### config.mk
export PLATFORM = sky130hd
export DESIGN_NAME = neuron_linear_bp
export DESIGN_NICKNAME = d
export VERILOG_FILES = /design/src/rtl/neuron_linear_bp.sv
export SDC_FILE = /design/constraint.sdc
export NUM_CORES = 2
export LEC_CHECK = 0
export ABC_AREA = 1
export CAP_MARGIN = 10
export CORE_UTILIZATION = 58
export CTS_BUF_LIST = sky130_fd_sc_hd__clkbuf_8 sky130_fd_sc_hd__clkbuf_16
export DETAILED_ROUTE_END_ITERATION = 10
export PLACE_DENSITY = 0.76
export SLEW_MARGIN = 20
export SYNTH_ARGS = -nofsm -noshare
export SYNTH_HDL_FRONTEND = slang
export SYNTH_SLANG_ARGS = --single-unit
### constraint.sdc
create_clock -name clk -period 10.6 [get_ports clk]
set_clock_uncertainty 0.2 [all_clocks]
set_input_delay 2.12 -clock clk [delete_from_list [all_inputs] [get_ports clk]]
set_output_delay 2.12 -clock clk [all_outputs]
set_load 0.1 [all_outputs]
### src/rtl/neuron_linear_bp.sv
// ---------------------------------------------------------------------------
// neuron_linear_bp
// Backward pass of a linear neuron y = sum(x[i]*w[i]) + b.
// Given the upstream error delta = dL/dy it produces:
//   dx[i]    = delta * w[i]            (gradient for the previous layer)
//   w_new[i] = w[i] - lr * delta * x[i] (SGD weight update)
//   b_new    = b - lr * delta           (SGD bias update)
// All values are signed fixed point with FRAC fractional bits. Products are
// floored (arithmetic shift) and saturated; subtractions are saturated.
//
// Ports:
//   clk, rst      rising-edge clock, asynchronous active-high reset
//   BP            start strobe, only looked at while idle
//   x, w, b       forward-pass inputs, current weights and bias
//   delta, lr     upstream error and learning rate
//   busy          high while an operation is in progress
//   done          one-cycle pulse when dx / w_new / b_new are valid
//   dx, w_new     per-input gradients and updated weights
//   b_new         updated bias
//   fsm_state     current controller state, for observation only
//
// Handshake: BP is accepted only on an edge where the block is idle (busy=0);
// a request while busy is dropped, never queued. Results are valid from the
// cycle done=1 and hold until the next operation overwrites them.
// ---------------------------------------------------------------------------
module neuron_linear_bp #(
    parameter int N    = 2,
    parameter int BITS = 16,
    parameter int FRAC = 8
) (
    input  logic                     clk,
    input  logic                     rst,
    input  logic                     BP,
    input  logic [N-1:0][BITS-1:0]   x,
    input  logic [N-1:0][BITS-1:0]   w,
    input  logic [BITS-1:0]          b,
    input  logic [BITS-1:0]          delta,
    input  logic [BITS-1:0]          lr,
    output logic                     busy,
    output logic                     done,
    output logic [N-1:0][BITS-1:0]   dx,
    output logic [N-1:0][BITS-1:0]   w_new,
    output logic [BITS-1:0]          b_new,
    output logic [2:0]               fsm_state
);

    typedef enum logic [2:0] {
        S_IDLE = 3'd0,
        S_G    = 3'd1,  // gradient g = delta*x[i], dx[i] = delta*w[i]
        S_S    = 3'd2,  // step = lr*g
        S_U    = 3'd3,  // w_new[i] = w[i] - step
        S_BS   = 3'd4,  // step = lr*delta
        S_BU   = 3'd5,  // b_new = b - step
        S_DN   = 3'd6   // done pulse
    } state_t;

    localparam int IW = (N > 1) ? $clog2(N) : 1;
    localparam logic [IW-1:0] LAST = IW'(N - 1);

    localparam logic [BITS-1:0] SAT_MAX = {1'b0, {(BITS-1){1'b1}}};
    localparam logic [BITS-1:0] SAT_MIN = {1'b1, {(BITS-1){1'b0}}};

    state_t                    state;
    logic [IW-1:0]             idx;
    logic [N-1:0][BITS-1:0]    x_r;
    logic [N-1:0][BITS-1:0]    w_r;
    logic [BITS-1:0]           b_r;
    logic [BITS-1:0]           d_r;
    logic [BITS-1:0]           lr_r;
    logic [BITS-1:0]           g_r;
    logic [BITS-1:0]           step_r;

    // Fixed-point multiply: full-width signed product, floor by FRAC bits,
    // then saturate. The result fits in BITS bits only when the top BITS+1
    // bits of the shifted product are all copies of the sign.
    function automatic logic [BITS-1:0] mul(input logic [BITS-1:0] a,
                                            input logic [BITS-1:0] c);
        logic signed [2*BITS-1:0] ae;
        logic signed [2*BITS-1:0] ce;
        logic signed [2*BITS-1:0] p;
        ae = {{BITS{a[BITS-1]}}, a};
        ce = {{BITS{c[BITS-1]}}, c};
        p  = ae * ce;
        p  = p >>> FRAC;
        if ((&p[2*BITS-1:BITS-1]) || !(|p[2*BITS-1:BITS-1]))
            return p[BITS-1:0];
        else
            return p[2*BITS-1] ? SAT_MIN : SAT_MAX;
    endfunction

    // Saturating subtract a - c using one guard bit.
    function automatic logic [BITS-1:0] sub(input logic [BITS-1:0] a,
                                            input logic [BITS-1:0] c);
        logic [BITS:0] d;
        d = {a[BITS-1], a} - {c[BITS-1], c};
        if (d[BITS] == d[BITS-1])
            return d[BITS-1:0];
        else
            return d[BITS] ? SAT_MIN : SAT_MAX;
    endfunction

    assign fsm_state = state;

    always_ff @(posedge clk or posedge rst) begin
        if (rst) begin
            state  <= S_IDLE;
            idx    <= '0;
            busy   <= 1'b0;
            done   <= 1'b0;
            dx     <= '0;
            w_new  <= '0;
            b_new  <= '0;
            x_r    <= '0;
            w_r    <= '0;
            b_r    <= '0;
            d_r    <= '0;
            lr_r   <= '0;
            g_r    <= '0;
            step_r <= '0;
        end else begin
            case (state)
                S_IDLE: begin
                    if (BP) begin
                        x_r   <= x;
                        w_r   <= w;
                        b_r   <= b;
                        d_r   <= delta;
                        lr_r  <= lr;
                        idx   <= '0;
                        busy  <= 1'b1;
                        state <= S_G;
                    end
                end
                S_G: begin
                    g_r     <= mul(d_r, x_r[idx]);
                    dx[idx] <= mul(d_r, w_r[idx]);
                    state   <= S_S;
                end
                S_S: begin
                    step_r <= mul(lr_r, g_r);
                    state  <= S_U;
                end
                S_U: begin
                    w_new[idx] <= sub(w_r[idx], step_r);
                    if (idx == LAST) begin
                        state <= S_BS;
                    end else begin
                        idx   <= idx + 1'b1;
                        state <= S_G;
                    end
                end
                S_BS: begin
                    step_r <= mul(lr_r, d_r);
                    state  <= S_BU;
                end
                S_BU: begin
                    b_new <= sub(b_r, step_r);
                    done  <= 1'b1;
                    state <= S_DN;
                end
                S_DN: begin
                    done  <= 1'b0;
                    busy  <= 1'b0;
                    state <= S_IDLE;
                end
                default: begin
                    done  <= 1'b0;
                    busy  <= 1'b0;
                    state <= S_IDLE;
                end
            endcase
        end
    end

endmodule

==> impl_metrics.env <==
export IMPL_path_class="reg -> reg"
export IMPL_start_util_pct=58.50
export IMPL_cp_num_buf_inv=6
export IMPL_antenna_found_initial=5
export IMPL_route_vias_total=43480
export IMPL_rows=110
export IMPL_cts_buffer_depth=3
export IMPL_clock_sinks=230
export IMPL_vias_per_cell=5.437
export IMPL_ys_seq_area_share_pct=10.95
export IMPL_slowest_stage="dfrtp_1"
export IMPL_hpwl_mm=117.6
export IMPL_multiInputGateArea_sq_um=39330
export IMPL_path_delay_family="adder cells"
export IMPL_cts_max_level=1
export IMPL_synth_nets=8272
export IMPL_grt_usage_pct=33.83
export IMPL_fin_tns_setup_ns=0
export IMPL_drive_above_1_share_pct=3.389
export IMPL_synth_cell_type_count=53
export IMPL_fin_ws_ns=1.447
export IMPL_grt_ovfl_total=0
export IMPL_die_area_sq_um=91860
export IMPL_ctsResizeCount=0
export IMPL_holdCritPathClass="reg -> reg"
export IMPL_relSlewSlack_pct=21.41
export IMPL_clkSlewWorstSetupHoldPaths_ns=0.06
export IMPL_ctsHoldBuffers=0
export IMPL_nets=8306
export IMPL_synth_top_area_share_pct=39.83
export IMPL_dr_pass1_iters=6
export IMPL_worstMarginPinSlew_ns=1.179
export IMPL_die_w_microns=303.1
export IMPL_routed_wl_mm=149.3
export IMPL_run_status="finished, final reports clean"
export IMPL_grt_start_max_net_pins=145
export IMPL_worstSkewPairLatency_ns=0.62
export IMPL_synth_edf_count=0
export IMPL_drtIter0Drc=3763
export IMPL_gp_congestion=0.9948
export IMPL_synth_area_leaders="fa_1, nand2_1, inv_1"
export IMPL_maxCapViolCount=0
export IMPL_seqCellArea_sq_um=5761
export IMPL_cp_arrival_ns=9.46
export IMPL_cts_setup_buffers=0
export IMPL_critPathMaxStageDelay_ns=1.13
export IMPL_ys_ff_latch=230
export IMPL_dieHeight_microns=303.1
export IMPL_placement_io_buffers=199
export IMPL_report_final_slew_viol_count=0
export IMPL_fmax_ghz=0.1093
export IMPL_drcViolationCount=0
export IMPL_fillCellCount=7836
export IMPL_cts_buffers=27
export IMPL_cts_root_buf="clkbuf_16"
export IMPL_critPathLaunchType="flop"
export IMPL_hold_viol_final=0
export IMPL_grt_setup_unrepaired="no"
export IMPL_yosys_most_used_dff="dfrtp_1"
export IMPL_synth_cell_area_sq_um=52580
export IMPL_wl_per_cell_microns=18.67
export IMPL_syn_avg_cell_area_sq_um=7.774
export IMPL_syn_to_final_growth_pct=7.289
export IMPL_layout_commonest_cell="nand2_1"
export IMPL_grt_pass1_wl_mm=240.2
export IMPL_grt_pass1_vias=45360
export IMPL_pre_cts_ws_ns=1.768
export IMPL_critical_path_required_ns=10.90
export IMPL_ios=200
export IMPL_layout_min_cycle_time_ns=9.153
export IMPL_fp_coreArea_sq_um=89870
export IMPL_yosys_area_top_type="fa_1"
export IMPL_period_share_pct=86.35
export IMPL_mostFrequentLayoutCells="nand2_1, inv_1, fa_1"
export IMPL_setup_viol=0
export IMPL_cts_tree="yes"
export IMPL_yosysWarnings=0
export IMPL_synthArstFlopShare_pct=100.0
export IMPL_synth_cells=6763
export IMPL_cp_end_kind="flop"
export IMPL_ant_nets=0
export IMPL_crit_fanout=20
-- cells in the mapped netlist, types with 3 or more instances --
library cell	count
a21boi_0	4
a21o_1	13
a21oi_1	169
a21oi_2	14
a21oi_4	3
a31oi_1	19
and3_1	6
buf_1	19
buf_2	3
buf_6	9
clkbuf_1	211
clkinv_1	14
dfrtp_1	230
fa_1	1046
ha_1	348
inv_1	1711
inv_2	7
nand2_1	1814
nand2_2	44
nand2_4	7
nand3_1	134
nand3_2	3
nand3b_1	5
nand4_1	19
nor2_1	466
nor2_2	4
nor2_4	3
nor3_1	22
nor4_1	10
nor4_2	3
o211ai_1	12
o21a_1	5
o21ai_0	175
o21ai_1	20
o21ai_2	10
o21bai_1	14
o31ai_1	4
or2_2	22
xnor2_1	57
xor2_1	67
-- final cells by class --
cell class                      instances  share of cell area, %
Multi-Input combinational cell       4556                  69.72
Inverter                             1732                  11.55
Sequential cell                       230                  10.21
Timing Repair Buffer                  250                  4.232
Tap cell                             1176                  2.608
Clock buffer                           31                  1.295
Clock inverter                         18                 0.3682
Antenna cell                            4                0.01774
-- per-stage QoR --
stage	std cells	utilization [%]	hold slack, ns	cell area (sq um)
3_5_place_dp	7944	61.71	0.2653	55460
6_report	7997	62.77	0.2795	56410
5_1_grt	7996	62.76	0.3019	56410
3_3_place_gp	7944	61.70	0.2574	55450
2_1_floorplan	6763	-	0.2436	52580
4_1_cts	7993	62.75	0.2806	56400
-- routing by layer --
metal  track usage (%)  wire length, microns
met1             43.98                 57770
met2             54.27                 69430
met3             7.197                 14130
met4             15.71                  7910
met5                 0                    23
-- worst paths after layout --
check                             start  endpoint  slack (ns)  cells after the start
worst max register to register  d_r[15]    dx[11]        1.45                     26
worst max-delay path            d_r[15]    dx[11]        1.45                     26
max in group asynchronous           rst    dx[26]        7.16                      3
min in group asynchronous           rst    b_r[5]        1.73                      2
worst min register to register  w_r[14]   w_r[14]        0.28                      2
worst min-delay path            w_r[14]   w_r[14]        0.28                      2
-- worst min-delay path: stages, from the launching register on --
cell	delay (ns)
dfrtp_1	0.34
nand2_1	0.06
nand2_1	0.05
-- logic make-up (layout without fill, tap and decap cells) --
family / Yosys count / count (layout) / synth area share (%)
simple gates: 2568 / 2568 / 19.53
buf+inv: 1977 / 2031 / 14.29
fa+ha+maj: 1394 / 1394 / 48.11
compound gates: 470 / 470 / 5.069
flops: 230 / 230 / 10.95
xor+xnor: 124 / 124 / 2.066
other cells: 0 / 4 / 0
-- flip-flops by register name (all words and copies together), names as in the netlist --
signal	flops
g_r	16
done	1
dx	32
x_r	32
idx	1
w_r	32
b_new	16
w_new	32
busy	1
b_r	16
step_r	16
d_r	16
lr_r	16
fsm_state	3
Power is not shown: default switching activity piles up to over one toggle a cycle in this logic, so the estimate is an artifact.
